[src/rtl/dieu_khien_bom_pkg.sv]
// Purpose: shared state encoding, fault codes and sizing helpers for the pump controller.
// Latency: n/a (types and constants only).
// Backpressure: n/a.
package dieu_khien_bom_pkg;

  typedef enum logic [1:0] {
    ST_IDLE  = 2'd0,
    ST_RUN   = 2'd1,
    ST_LOCK  = 2'd2,
    ST_FAULT = 2'd3
  } state_t;

  localparam logic [1:0] FC_NONE     = 2'd0;
  localparam logic [1:0] FC_STALL    = 2'd1;
  localparam logic [1:0] FC_CONFLICT = 2'd2;

  // Largest of three cycle counts; the timers and stall counter share one width.
  function automatic int max3(input int a, input int b, input int c);
    int m;
    m = (a > b) ? a : b;
    return (m > c) ? m : c;
  endfunction

  // Bits needed to hold maxv, never less than one.
  function automatic int cnt_width(input int maxv);
    return (maxv < 1) ? 1 : $clog2(maxv + 1);
  endfunction

endpackage

[src/rtl/dieu_khien_bom_hen_gio.sv]
// Purpose: loadable down-counter with a zero flag, used as the pump on/off timer.
// Latency: load takes effect on the next rising edge; zero is a decode of the count.
// Backpressure: none; load wins over decrement, decrement stops at zero.
module hen_gio #(
  parameter int W = 8
) (
  input  logic         clk,
  input  logic         rst,
  input  logic         load,
  input  logic [W-1:0] load_val,
  input  logic         dec,
  output logic [W-1:0] count,
  output logic         zero
);

  // Count register: load has priority, otherwise count down and hold at zero.
  always_ff @(posedge clk or posedge rst) begin
    if (rst) begin
      count <= '0;
    end else if (load) begin
      count <= load_val;
    end else if (dec && (count != '0)) begin
      count <= count - 1'b1;
    end
  end

  assign zero = (count == '0);

endmodule

[src/rtl/dieu_khien_bom.sv]
// Purpose: pump control FSM with hysteresis, minimum on/off times, stall and sensor-conflict faults.
// Latency: inputs sampled at edge N drive state and p visible after edge N (p decodes the next state).
// Backpressure: none; fault_clr is a single-cycle request, start requests during lockout are dropped.
module dieu_khien_bom
  import dieu_khien_bom_pkg::*;
#(
  parameter int HI_TH     = 200,
  parameter int LO_TH     = 50,
  parameter int MIN_ON    = 16,
  parameter int MIN_OFF   = 16,
  parameter int STALL_CYC = 64
) (
  input  logic       clk,
  input  logic       rst,
  input  logic [7:0] level,
  input  logic       high,
  input  logic       low,
  input  logic       fault_clr,
  output logic       p,
  output logic [1:0] state,
  output logic       fault,
  output logic [1:0] fault_code
);

  localparam int TW = cnt_width(max3(MIN_ON, MIN_OFF, STALL_CYC));

  localparam logic [TW-1:0] ON_V    = TW'(MIN_ON);
  localparam logic [TW-1:0] OFF_V   = TW'(MIN_OFF);
  localparam logic [TW-1:0] STALL_V = TW'(STALL_CYC);
  localparam logic [TW-1:0] ONE_V   = TW'(1);
  localparam logic [7:0]    HI_V    = 8'(HI_TH);
  localparam logic [7:0]    LO_V    = 8'(LO_TH);

  state_t        state_q, state_d;
  logic          p_q;
  logic          fault_q;
  logic [1:0]    code_q, code_d;
  logic [7:0]    lvl_q;
  logic [TW-1:0] stall_q, stall_d;
  logic          stall_clr;
  logic          stall_hit;
  logic          conflict;
  logic          start_req;
  logic          stop_req;
  logic          tmr_load;
  logic [TW-1:0] tmr_val;
  logic          tmr_dec;
  logic [TW-1:0] tmr_count;
  logic          tmr_zero;
  logic          tmr_done;

  assign conflict  = high && low;
  assign start_req = (level >= HI_V) || high;
  assign stop_req  = (level <= LO_V) || low;

  // The timer is "done" on the edge where it would reach zero, so RUN and LOCK
  // each last exactly the loaded number of cycles (a load of 0 acts like 1 cycle).
  assign tmr_done = tmr_zero || (tmr_count == ONE_V);
  assign tmr_dec  = (state_q == ST_RUN) || (state_q == ST_LOCK);

  hen_gio #(
    .W(TW)
  ) u_hen_gio (
    .clk      (clk),
    .rst      (rst),
    .load     (tmr_load),
    .load_val (tmr_val),
    .dec      (tmr_dec),
    .count    (tmr_count),
    .zero     (tmr_zero)
  );

  // Stall counter candidate: a drop in level (including 255 -> 0 wrap) clears it,
  // anything else counts up and saturates.
  always_comb begin
    stall_d = stall_q;
    if (level < lvl_q) begin
      stall_d = '0;
    end else if (stall_q != '1) begin
      stall_d = stall_q + 1'b1;
    end
  end

  assign stall_hit = (stall_d >= STALL_V);

  // Next-state logic; faults outrank the low override, which outranks the normal stop.
  always_comb begin
    state_d   = state_q;
    code_d    = code_q;
    tmr_load  = 1'b0;
    tmr_val   = ON_V;
    stall_clr = 1'b0;
    case (state_q)
      ST_IDLE: begin
        if (conflict) begin
          state_d = ST_FAULT;
          code_d  = FC_CONFLICT;
        end else if (start_req) begin
          state_d   = ST_RUN;
          tmr_load  = 1'b1;
          tmr_val   = ON_V;
          stall_clr = 1'b1;
        end
      end
      ST_RUN: begin
        if (conflict) begin
          state_d = ST_FAULT;
          code_d  = FC_CONFLICT;
        end else if (low) begin
          state_d  = ST_LOCK;
          tmr_load = 1'b1;
          tmr_val  = OFF_V;
        end else if (stall_hit) begin
          state_d = ST_FAULT;
          code_d  = FC_STALL;
        end else if (tmr_done && stop_req) begin
          state_d  = ST_LOCK;
          tmr_load = 1'b1;
          tmr_val  = OFF_V;
        end
      end
      ST_LOCK: begin
        if (conflict) begin
          state_d = ST_FAULT;
          code_d  = FC_CONFLICT;
        end else if (tmr_done) begin
          state_d = ST_IDLE;
        end
      end
      ST_FAULT: begin
        if (fault_clr && !conflict) begin
          state_d  = ST_LOCK;
          code_d   = FC_NONE;
          tmr_load = 1'b1;
          tmr_val  = OFF_V;
        end
      end
      default: begin
        state_d = ST_IDLE;
        code_d  = FC_NONE;
      end
    endcase
  end

  // State, registered outputs and the previous-level copy.
  always_ff @(posedge clk or posedge rst) begin
    if (rst) begin
      state_q <= ST_IDLE;
      p_q     <= 1'b0;
      fault_q <= 1'b0;
      code_q  <= FC_NONE;
      lvl_q   <= '0;
    end else begin
      state_q <= state_d;
      p_q     <= (state_d == ST_RUN);
      fault_q <= (state_d == ST_FAULT);
      code_q  <= code_d;
      lvl_q   <= level;
    end
  end

  // Stall counter only advances while running; cleared on every start.
  always_ff @(posedge clk or posedge rst) begin
    if (rst) begin
      stall_q <= '0;
    end else if (stall_clr) begin
      stall_q <= '0;
    end else if (state_q == ST_RUN) begin
      stall_q <= stall_d;
    end
  end

  assign p          = p_q;
  assign state      = state_q;
  assign fault      = fault_q;
  assign fault_code = code_q;

endmodule

[config.mk]
export PLATFORM = sky130hd
export DESIGN_NAME = dieu_khien_bom
export DESIGN_NICKNAME = d
export VERILOG_FILES = /design/src/rtl/dieu_khien_bom_pkg.sv /design/src/rtl/dieu_khien_bom_hen_gio.sv /design/src/rtl/dieu_khien_bom.sv
export SDC_FILE = /design/constraint.sdc
export NUM_CORES = 1
export LEC_CHECK = 0
export ABC_CLOCK_PERIOD_IN_PS = 2200
export BUFFER_PORTS_ARGS = -buffer_cell sky130_fd_sc_hd__buf_2
export CELL_PAD_IN_SITES_DETAIL_PLACEMENT = 1
export CELL_PAD_IN_SITES_GLOBAL_PLACEMENT = 2
export CORE_UTILIZATION = 33
export CTS_BUF_LIST = sky130_fd_sc_hd__clkbuf_16
export CTS_CLUSTER_DIAMETER = 30
export DETAILED_ROUTE_END_ITERATION = 8
export PLACE_DENSITY_LB_ADDON = 0.05
export SYNTH_ARGS = -nofsm -noshare
export SYNTH_HDL_FRONTEND = slang
export SYNTH_SLANG_ARGS = --single-unit
export TNS_END_PERCENT = 1
[constraint.sdc]
create_clock -name clk -period 2.2 [get_ports clk]
set_input_delay 0.11 -clock clk [delete_from_list [all_inputs] [get_ports clk]]
set_output_delay 0.11 -clock clk [all_outputs]
set_load 0.005 [all_outputs]
* Yosys cells after proc, flatten, opt, wreduce, memory -nomap -nowiden
Index checks and enable logic that the tools add are counted.
** Word-level totals
- Word-level logic and storage cells :: 71
- Flip-flop bits (word level) :: 28
- Input bits :: 13
- Output and inout bits :: 6
** Cells by class
- Muxes and demuxes :: 31
- Add/sub/neg operators :: 2
- Reductions and logical operators :: 16
- Order comparisons :: 4
- Equality and inequality tests :: 11
** Operator list (number)
- $mux W7 :: 6
- $mux W2 :: 14
- $ge A8 B8 Y1 const B :: 1
- $le A8 B6 Y1 const B :: 1
- $lt A8 B8 Y1 :: 1
- $mux W1 :: 8
- $pmux W2 S4 :: 1
- $add A7 B1 Y7 const B :: 1
- $eq A7 B1 Y1 const B :: 1
- $ge A7 B7 Y1 const B :: 1
- $logic_not A7 Y1 :: 1
- $ne A7 B7 Y1 const B :: 1
- $reduce_bool A7 Y1 :: 1
- $sub A7 B1 Y7 const B :: 1
- $eq A2 B2 Y1 const B :: 3
- $ne A3 B3 Y1 const B :: 2
- $pmux W2 S3 :: 1
- $eq A2 B1 Y1 const B :: 2
- $logic_and A1 B1 Y1 :: 4
- $logic_or A1 B1 Y1 :: 4
- $reduce_and A4 Y1 :: 1
- $reduce_bool A2 Y1 :: 2
- $pmux W1 S3 :: 1
- $logic_not A2 Y1 :: 1
- 4 further kinds :: 4

* Logic depth before layout (Yosys ltp)
Gate-level depths: netlist (run 1).
- Word-level depth :: 9
- Gate-level depth with buffers :: 8
- Mapped depth without buffers :: 8

* By module
Synthesis (run 1) repeated with hierarchy kept, for this count alone.
** Second synthesis, totals
- Cells, all modules :: 197
- Area total of the unflattened synthesis :: 1826.8 µm²
** Modules (own cells, without submodules)
- dieu_khien_bom :: area each 1322.5 µm², cells each 139, seq. area each 525.5 µm², times used 1
- hen_gio :: area each 504.2 µm², cells each 58, seq. area each 175.2 µm², times used 1

* Worst setup path before layout (run 1)
Ideal clock, no wire load.
- Kind :: reg-to-reg
- Start :: reg u_hen_gio.count[2]
- End :: reg fault_q (netlist: fault)
- Arrival :: 1947 ps
- Required time :: 2081 ps
- Setup time :: 119 ps
- Slack :: 134 ps
- Clock period less this slack :: 2066 ps
- Stages on the path, launching flop included :: 7
- Path buffers :: 0
- Path through :: dfrtp_1 > or4_4 > or3_4 > a311oi_2 > o22ai_1 > o21bai_4 > and2_1
** Between the ends
- Word-level cells in the longest chain between the ends :: 9
- Elaborated cells between the ends (all ways) :: 12
- Those cells by class :: eq/ne: 2; mux: 7; reduce/logical: 3
** RTL lines
- from (decl) :: line dieu_khien_bom_hen_gio.sv:12 : output logic [W-1:0] count,
- from (signal assigned) :: line dieu_khien_bom_hen_gio.sv:21 : count <= load_val;
- from (signal assigned) :: line dieu_khien_bom_hen_gio.sv:23 : count <= count - 1'b1;
- $eq A7 B1 Y1 or $logic_not A7 Y1 (tied branches) :: line dieu_khien_bom.sv:58, dieu_khien_bom_hen_gio.sv:27
- $logic_or A1 B1 Y1 (*) :: line dieu_khien_bom.sv:58 : assign tmr_done = tmr_zero || (tmr_count == ONE_V);
- $logic_and A1 B1 Y1 :: line dieu_khien_bom.sv:116 : end else if (tmr_done && stop_req) begin
- $mux W2 :: line dieu_khien_bom.sv:116
- $mux W2 :: line dieu_khien_bom.sv:113 : end else if (stall_hit) begin
- $mux W2 :: line dieu_khien_bom.sv:109 : end else if (low) begin
- $mux W2 :: line dieu_khien_bom.sv:106 : if (conflict) begin
- $pmux W2 S4 (*) :: line dieu_khien_bom.sv:93 : case (state_q)
- net state_d[1] :: line dieu_khien_bom.sv:34 : state_t state_q, state_d;
- $eq A2 B2 Y1 (*) :: line dieu_khien_bom.sv:156 : fault_q <= (state_d == ST_FAULT);
- to (signal assigned) :: line dieu_khien_bom.sv:156
- to (decl) :: line dieu_khien_bom.sv:36 : logic fault_q;
Mark *: on every way through the listed nets, which the timed path passes. The rest lies on a longest branch.
A chain may end at the register's enable or synchronous reset.

* Final worst setup path (run 1)
- Start :: in level[0]
- End :: reg fault_q (netlist: fault)
** Between the ends
- Word-level cells in the longest chain between the ends :: 9
- Elaborated cells between the ends (all ways) :: 16
- Those cells by class :: order compare: 4; eq/ne: 1; mux: 8; reduce/logical: 3
** RTL lines
- from (decl) :: line dieu_khien_bom.sv:15 : input logic [7:0] level,
- parallel branches: the longest is 7 deep, another holds $lt A8 B8 Y1
- $pmux W2 S4 (*) :: line dieu_khien_bom.sv:93
- net state_d[0] :: line dieu_khien_bom.sv:34
- $eq A2 B2 Y1 (*) :: line dieu_khien_bom.sv:156
Mark *: on every way through the listed nets, which the timed path passes.

==> results.tsv, run 1 <==
metric	value	unit
vias per cell	4.953	
Fin Clk Skew	0.004751	ns
unrepaired setup endpoints after global routing	no	
crit path capture type	flop	
initial antenna violation count	0	
Post-Syn Area	1667	um^2
Post-CTS Setup Repair Bufs	0	
post-route insts no fill	275	
CTS tree	yes	
ys flop type	dfrtp_1	
Critical R2R Launch	u_hen_gio.count[5]$_DFFE_PP0P_	
power per cell area	1221	nW/um^2
max-cap violations	0	
Hold Crit Class	primary input to flop	
DRT Wirelength	4000	um
Area Growth Syn to Fin	25.53	%
Crit. Startpoint	level[0]	
gr ovfl total	0	
CP Class	primary input to flop	
max frequency	468.0	MHz
Setup TNS	0	ns
CTS Sinks	28	
final period utilization	97.12	%
CTS Root Cell	clkbuf_16	
Total GRT Usage	16.35	%
drt initial violations	56	
IO Port Bufs	18	
leakage power	0.9845	nW
Cell variety after synth	49	
Synth Area per Inst	9.804	um^2
gpl congestion	0.7890	
final setup violation count	0	
Post-Syn Nets	197	
Worst EP arrival	2.29	ns
synth top area cells	dfrtp_1 42%, ha_1 11%, nor2_1 4.7%, inv_1 3.8%, nand2_1 3.2%	
dpl ws	0.03864	ns
number of synthesis warnings	0	
die area	5338	um^2
Die Y	73.07	um
Core Region	4786	um^2
Least-Margin Pin Slew	0.5110	ns
maximum clock path buffer count	2	
Crit path required time	2.36	ns
Fin. Hold Viols	0	
cts bufs inserted	3	
most frequent cells in the layout	28 x dfrtp_1, 21 x nor2_1, 18 x buf_2	
Synth area leader	dfrtp_1	
placed cell area	1923	um^2
Avg WL per Cell	14.55	um
detailed-route via count	1362	
design area	2092	um^2
peak supply drop	0.5198	mV
DR pass1 iterations	4	
Reg clk slew, reported paths	0.07	ns
# DRC	0	
# nets final	236	
relative slew slack	65.45	%
status	completed	
FILL cells	566	
htree depth	1	
share of flip-flops with an asynchronous set or reset	100.0	%
post-route ant nets	0	
Layout Utilization	43.71	%
antenna diode count	0	
chip width	73.07	um
hold path startpoint	level[3]	
CP max FO	3	
DP HPWL	3012	um
Syn Inst Count	170	
DP Cell Count	267	
final period demand of the worst path	2.137	ns
first-pass GRT wire length	6679	um
slack of the critical path	0.06343	ns
Setup crit start kind	primary input	
EDFF count, synth	0	
Ports	19	
sequential fraction of the synthesis area	42.04	%
share of cells above drive strength 1	25.00	%
clk_lat worst skew	0.27	ns
pins over their slew limit	0	
most common cell after layout, fill and taps aside	dfrtp_1	
Initial Util	34.82	%
# rows	25	
number of global-route vias before repair	1449	
post-synth top area share	42.04	%
pin count of the biggest net entering global routing	29	
Seq cells post-synth	28	
[registers in the layout, indices dropped and copies added (netlist names)]
signal,flops
stall_q,7
fault,1
p,1
fault_code,2
u_hen_gio.count,7
lvl_q,8
state,2
[metrics by stage]
stage	power [mW]	hold slack, ns
floorplan	1.581	0.1414
global placement	1.960	0.1901
detailed placement	1.996	0.2042
CTS	2.570	0.009122
global route	2.760	0.008339
finish	2.554	0.01845
[worst max-delay path, cell delays in order]
cell and delay (ns):
dlygate4sd3_1 0.53, buf_2 0.13, a211o_1 0.32, a311oi_2 0.37, o21ai_0 0.17, a221oi_2 0.26
o41ai_1 0.10, buf_4 0.15, and2_1 0.14
[Yosys cell counts (all sizes together) (2+ instances only)]
library cell and number:
o21bai 2, nor2 21, a31oi 2, a21oi 6, nand2 14, o31ai 2
nand4 4, and2 2, xnor2 3, or3 2, ha 14, nor3 3
nand3 2, buf 2, xor2 5, o22a 2, nand2b 2, a21o 2
a211oi 3, o21a 2, dfrtp 28, a31o 3, o21ai 4, inv 17
o211ai 2, a311oi 2
[per-layer routing]
metal  global-route usage, %  vias up  share of wire (%)
li1                        -      684                  -
met1                   20.02      661                 47
met2                   29.53       12                 50
met3                   2.072        5                1.7
met4                   5.229        0                1.3
met5                       0        -                  0
[final timing paths]
path / slack [ns] / endpoint / cells past startpoint
min: 0.02 / lvl_q[3]$_DFF_PP0_ / 1
max in group asynchronous: 1.47 / fault_code[1]$_DFFE_PP0P_ / 4
max reg2reg: 0.08 / fault$_DFF_PP0_ / 7
min in group asynchronous: 0.45 / stall_q[1]$_DFFE_PP0P_ / 4
max: 0.06 / fault$_DFF_PP0_ / 9
min reg2reg: 0.49 / fault_code[0]$_DFFE_PP0P_ / 1
[area by class of cell]
class	instances	area [um^2]	share of cell area, %
well taps	67	83.83	4.007
multi-input cells	123	903.4	43.18
flip-flops and latches	28	700.7	33.49
repair buffers	36	235.2	11.24
inverters	17	63.81	3.050
clock buffers	3	75.07	3.589
clock inverters	1	30.03	1.435
[logic make-up (layout without fill, tap and decap cells)]
kind of cell             Yosys count  count (layout)  share of synthesized area (%)
buffers and inverters             19              57                          5.180
XOR/XNOR                           8               8                          4.204
AO/OA/AOI/OAI                     43              43                          20.72
multiplexers                       1               1                         0.6006
adder cells (fa/ha/maj)           14              14                          10.51
AND/OR/NAND/NOR                   57              57                          16.74
flip-flops                        28              28                          42.04
[power by group]
group	leakage, nW	internal [mW]	switching, mW	total [mW]
combinational	0.582	0.626	0.637	1.26
sequential	0.351	0.645	0.0981	0.744
clock	0.0511	0.363	0.185	0.548
total	0.985	1.63	0.920	2.55
[timing repair]
item,in CTS,in global routing
hold endpoints to repair,31,0
endpoints found under the setup margin,0,3
resized for setup,0,5
hold buffers,4,0
(Power assumes the default switching activity.)
==> run 2, diff against run 1 <==
--- a/config.mk
+++ b/config.mk
@@ -5,15 +5,16 @@
 export SDC_FILE = /design/constraint.sdc
 export NUM_CORES = 1
 export LEC_CHECK = 0
-export ABC_CLOCK_PERIOD_IN_PS = 2200
+export ABC_CLOCK_PERIOD_IN_PS = 2500
 export BUFFER_PORTS_ARGS = -buffer_cell sky130_fd_sc_hd__buf_2
 export CELL_PAD_IN_SITES_DETAIL_PLACEMENT = 1
 export CELL_PAD_IN_SITES_GLOBAL_PLACEMENT = 2
-export CORE_UTILIZATION = 33
+export CORE_UTILIZATION = 39
 export CTS_BUF_LIST = sky130_fd_sc_hd__clkbuf_16
 export CTS_CLUSTER_DIAMETER = 30
 export DETAILED_ROUTE_END_ITERATION = 8
 export PLACE_DENSITY_LB_ADDON = 0.05
+export SLEW_MARGIN = 30
 export SYNTH_ARGS = -nofsm -noshare
 export SYNTH_HDL_FRONTEND = slang
 export SYNTH_SLANG_ARGS = --single-unit
==> constraint.sdc (replaced) <==
create_clock -name clk -period 2.5 [get_ports clk]
set_input_delay 0.125 -clock clk [delete_from_list [all_inputs] [get_ports clk]]
set_output_delay 0.125 -clock clk [all_outputs]
set_load 0.005 [all_outputs]
==> run 2 against run 1 <==
Effect of this change: first-iteration DRC count increased by 27%; critical path depth fell by 1; clock power is 36% lower; final area down 8.0%; worst hold slack worse by 0.0020 ns; flip-flop and latch count did not move; non-clock buffer count down 12; register-to-register slack better by 0.22 ns; largest power group unchanged.
==> results.tsv, run 2 (synthesis results as in run 1) <==
metric	value	unit
die area	4539	um^2
share of cells above drive strength 1	18.46	%
maximum clock path buffer count	2	
chip width	67.37	um
Setup crit start kind	primary input	
max-cap violations	0	
Die Y	67.37	um
Fin. Hold Viols	0	
detailed-route via count	1340	
DR pass1 iterations	4	
first-pass GRT wire length	6589	um
placed cell area	1819	um^2
pin count of the biggest net entering global routing	29	
GR Util met3	3.547	%
gpl congestion	0.7817	
# nets final	224	
DRT Wirelength	3779	um
most common cell after layout, fill and taps aside	dfrtp_1	
antenna diode count	0	
Core Region	4058	um^2
FILL cells	493	
Fin Clk Skew	0.002790	ns
final period demand of the worst path	2.225	ns
clk_lat worst skew	0.26	ns
CP delay by family, top	compound AO/OA/AOI/OAI gates	
max frequency	449.5	MHz
Least-Margin Pin Slew	0.6085	ns
largest stage delay on the critical path	0.53	ns
vias per cell	5.469	
htree depth	1	
design area	1924	um^2
drt initial violations	71	
DP HPWL	2966	um
Total GRT Usage	19.52	%
crit path capture type	flop	
CP Class	primary input to flop	
Ports	19	
Reg clk slew, reported paths	0.06	ns
number of global-route vias before repair	1423	
Initial Util	41.07	%
final setup violation count	0	
cts repair resizes	0	
busiest layer in global routing	met2	
Hold Crit Class	primary input to flop	
most flop-heavy register	lvl_q	
Area Growth Syn to Fin	15.47	%
Avg WL per Cell	15.42	um
leakage power	0.9055	nW
# rows	23	
cts bufs inserted	3	
relative slew slack	59.35	%
max FFs per register	8	
CTS Root Cell	clkbuf_16	
IO Port Bufs	18	
Setup TNS	0	ns
Post-CTS Setup Repair Bufs	0	
Crit path required time	2.69	ns
final period utilization	88.99	%
gr ovfl total	0	
power per cell area	1037	nW/um^2
unrepaired setup endpoints after global routing	no	
status	completed	
worst path cell trace	dlygate4sd3_1 > buf_2 > ha_1 > a2111oi_0 > o31ai_1 > a221oi_1 > o41ai_1 > and2_1	
Regs by FF count	lvl_q: 8 flops, stall_q: 7 flops, u_hen_gio.count: 7 flops	
Worst EP arrival	2.42	ns
CTS tree	yes	
grt met2 use	33.38	%
peak supply drop	0.5818	mV
most frequent cells in the layout	28 x dfrtp_1, 21 x nor2_1, 18 x buf_2	
CP max FO	4	
CP max-delay cell	dlygate4sd3_1	
# DRC	0	
CTS Sinks	28	
Buffers & Inverters on Critical Path	2	
M1 GR Usage	24.58	%
post-route ant nets	0	
initial antenna violation count	0	
pins over their slew limit	0	
## run 2: cell types whose count changed in the layout (fill, tap and decap cells not counted)
| cell | delta |
|---|---|
| a211oi_1 | +1 |
| a221oi_1 | +1 |
| a211oi_2 | -1 |
| buf_4 | -11 |
| dlygate4sd3_1 | -1 |
| a311oi_1 | +1 |
| a2111oi_2 | -1 |
| a221oi_2 | -1 |
| a2111oi_0 | +1 |
| bufinv_16 | -1 |
| a311oi_2 | -1 |
## run 2: final cells by class
cell class | instances | area (um^2) | share of cell area [%]
multi-input cells | 123 | 879.6 | 45.71
well taps | 50 | 62.56 | 3.251
repair buffers | 24 | 142.6 | 7.412
inverters | 17 | 63.81 | 3.316
clock buffers | 3 | 75.07 | 3.901
flip-flops and latches | 28 | 700.7 | 36.41
## run 2: metrics by stage
stage / power, mW / cells / hold slack, ns / worst slack (ns) / utilization, %
after global routing: 2.178 / 245 / 0.01482 / 0.02164 / 47.43
after floorplan: 1.391 / 170 / 0.1564 / 0.4338 / -
final: 1.996 / 245 / 0.01641 / 0.2753 / 47.43
after global placement: 1.611 / 239 / 0.2105 / 0.3028 / 44.84
after detailed placement: 1.656 / 239 / 0.2190 / 0.2970 / 44.84
after CTS: 2.029 / 243 / 0.001242 / 0.2711 / 46.93
## run 2: worst reg2reg max path: cells and delay by family, from the launching register on
| family | cells | cell delay, ns |
|---|---|---|
| compound gates | 3 | 0.58 |
| flops | 1 | 0.41 |
| simple gates | 3 | 1.11 |
## run 2: worst paths after layout
| path | startpoint | endpoint | slack [ns] | cells past startpoint |
|---|---|---|---|---|
| worst max-delay path | level[1] | fault$_DFF_PP0_ | 0.28 | 8 |
| worst min-delay path | level[2] | lvl_q[2]$_DFF_PP0_ | 0.02 | 1 |
| worst max register to register | u_hen_gio.count[2]$_DFFE_PP0P_ | fault$_DFF_PP0_ | 0.30 | 6 |
| worst min register to register | fault_code[0]$_DFFE_PP0P_ | fault_code[0]$_DFFE_PP0P_ | 0.49 | 1 |
| max in group asynchronous | rst | p$_DFF_PP0_ | 1.76 | 4 |
| min in group asynchronous | rst | stall_q[0]$_DFFE_PP0P_ | 0.47 | 4 |
## run 2: routing by layer
layer	wire, um	vias to the layer above
met5	0	-
met4	65	0
met3	116	6
met2	1827	19
met1	1769	650
li1	-	665
## run 2: repair_timing
action                                  in CTS  in global routing
endpoints found under the setup margin       0                  0
hold buffers                                 1                  2
endpoints found under the hold margin       28                  2
## run 2: where the power goes
part	switching, mW	internal, mW
clock	0.141	0.212
combinational	0.526	0.449
sequential	0.0995	0.569
==> run 3, diff against run 2 <==
--- a/config.mk
+++ b/config.mk
@@ -13,7 +13,7 @@
 export CTS_BUF_LIST = sky130_fd_sc_hd__clkbuf_16
 export CTS_CLUSTER_DIAMETER = 30
 export DETAILED_ROUTE_END_ITERATION = 8
-export PLACE_DENSITY_LB_ADDON = 0.05
+export PLACE_DENSITY_LB_ADDON = 0.1
 export SLEW_MARGIN = 30
 export SYNTH_ARGS = -nofsm -noshare
 export SYNTH_HDL_FRONTEND = slang
==> constraint.sdc (replaced) <==
create_clock -name clk -period 2.5 [get_ports clk]
set_input_delay 0.25 -clock clk [delete_from_list [all_inputs] [get_ports clk]]
set_output_delay 0.25 -clock clk [all_outputs]
set_load 0.005 [all_outputs]
==> run 3 against run 2 <==
Effect of this change: fmax is 0.13% higher; largest cell class unchanged; first-iteration DRC count is 55% lower; count of clock-buffer cells in the layout stayed put; wire length is 1.1% higher; core utilization is 0.46 points lower; critical endpoint unchanged; combinational power is 2.4% higher; sequential share of layout area is 0.36 points higher; largest power group unchanged; via count hardly changed; highest routed layer unchanged; critical path type is now flop to flop.
==> results.tsv, run 3 (synthesis results as in run 1) <==
metric	value	unit
status	completed	
initial antenna violation count	0	
Setup crit start kind	flop	
leakage power	0.8994	nW
Fin Clk Skew	0.003696	ns
CP max-delay cell	or4_4	
Hold Crit Class	primary input to async pin	
post-route ant nets	0	
Reg clk slew, reported paths	0.07	ns
unrepaired setup endpoints after global routing	no	
most flop-heavy register	lvl_q	
cts bufs inserted	3	
vias per cell	5.488	
max FFs per register	8	
first-pass GRT wire length	6596	um
antenna diode count	0	
maximum clock path buffer count	2	
Fin. Hold Viols	0	
relative slew slack	62.62	%
die area	4539	um^2
CP delay by family, top	simple AND/OR/NAND/NOR gates	
detailed-route via count	1339	
DR pass1 iterations	4	
chip width	67.37	um
Crit path required time	2.66	ns
clk_lat worst skew	0.26	ns
crit path capture type	flop	
Die Y	67.37	um
IO Port Bufs	18	
# rows	23	
peak supply drop	0.6066	mV
CP Class	flop to flop	
pin count of the biggest net entering global routing	29	
# DRC	0	
Total GRT Usage	19.74	%
CP max FO	4	
Hold WS	0.04396	ns
worst reg-to-reg setup slack	0.28	ns
Post-CTS Setup Repair Bufs	0	
CTS Root Cell	clkbuf_16	
final setup violation count	0	
CTS tree	yes	
Buffers & Inverters on Critical Path	0	
Area Growth Syn to Fin	14.34	%
Avg WL per Cell	15.65	um
share of cells above drive strength 1	19.07	%
CTS Sinks	28	
power per cell area	1061	nW/um^2
gr ovfl total	0	
gpl congestion	0.7726	
number of global-route vias before repair	1397	
Worst EP arrival	2.38	ns
Regs by FF count	lvl_q: 8 flops, stall_q: 7 flops, u_hen_gio.count: 7 flops	
most common cell after layout, fill and taps aside	dfrtp_1	
Setup TNS	0	ns
Core Region	4058	um^2
final period demand of the worst path	2.222	ns
most frequent cells in the layout	28 x dfrtp_1, 21 x nor2_1, 18 x buf_2	
max-cap violations	0	
htree depth	1	
pins over their slew limit	0	
Ports	19	
largest stage delay on the critical path	0.55	ns
final period utilization	88.87	%
cts repair resizes	0	
Initial Util	41.07	%
quantity of hold-fixing buffers added after cts	0	
Least-Margin Pin Slew	0.5596	ns
worst path cell trace	or4_4 > or3_4 > a311oi_2 > o22ai_1 > o21bai_4 > and2_1	
# nets final	222	
DRT Wirelength	3819	um
DP HPWL	3031	um
drt initial violations	32	
max frequency	450.1	MHz
[run 3: cell types whose count changed in the layout (fill, tap and decap cells not counted), sizes merged]
cell         previous run  this run
buf                    21        22
dlygate4sd3             3         0
clkinv                  0         1
[run 3: metrics by stage]
step                cell area (um^2)  setup WS [ns]  util, %  power [mW]  std cells
floorplan                       1667         0.4338        -       1.391        170
global placement                1827         0.3065    45.02       1.621        240
detailed placement              1827         0.2711    45.02       1.674        240
CTS                             1906         0.2591    46.96       2.054        244
global route                    1906         0.1148    46.96       2.210        244
finish                          1906         0.2782    46.96       2.022        244
[run 3: path summary, 6_finish.rpt]
kind	from	end	cells after the start
worst max-delay path	u_hen_gio.count[2]$_DFFE_PP0P_	fault$_DFF_PP0_	6
worst min-delay path	rst	stall_q[1]$_DFFE_PP0P_	3
worst max register to register	u_hen_gio.count[2]$_DFFE_PP0P_	fault$_DFF_PP0_	6
worst min register to register	fault_code[0]$_DFFE_PP0P_	fault_code[0]$_DFFE_PP0P_	1
max in group asynchronous	rst	fault_code[0]$_DFFE_PP0P_	3
min in group clk	level[0]	lvl_q[0]$_DFF_PP0_	1
[run 3: power breakdown]
part	internal (mW)	switching, mW	leakage (nW)	total, mW
clock network	0.215	0.158	0.0385	0.373
logic	0.457	0.541	0.509	0.998
registers	0.568	0.0831	0.351	0.652
[run 3: layout make-up]
| type | count | area, um^2 |
|---|---|---|
| timing repair buffer | 22 | 120.1 |
| sequential | 28 | 700.7 |
| inverter | 17 | 63.81 |
| clock inverter | 1 | 3.754 |
| tap | 50 | 62.56 |
| fill | 480 | 2152 |
| multi-input combinational | 123 | 879.6 |
| clock buffer | 3 | 75.07 |
[run 3: worst register-to-register path, cell delays in order (launching register included)]
cell and delay, ns:
dfrtp_1 0.42, or4_4 0.55, or3_4 0.41, a311oi_2 0.28, o22ai_1 0.13, o21bai_4 0.19, and2_1 0.14
[run 3: metal layers]
layer | share of wire [%] | track usage, %
met1 | 47 | 24.32
met2 | 49 | 33.75
met3 | 2.4 | 3.885
met4 | 1.6 | 7.447
met5 | 0 | 0
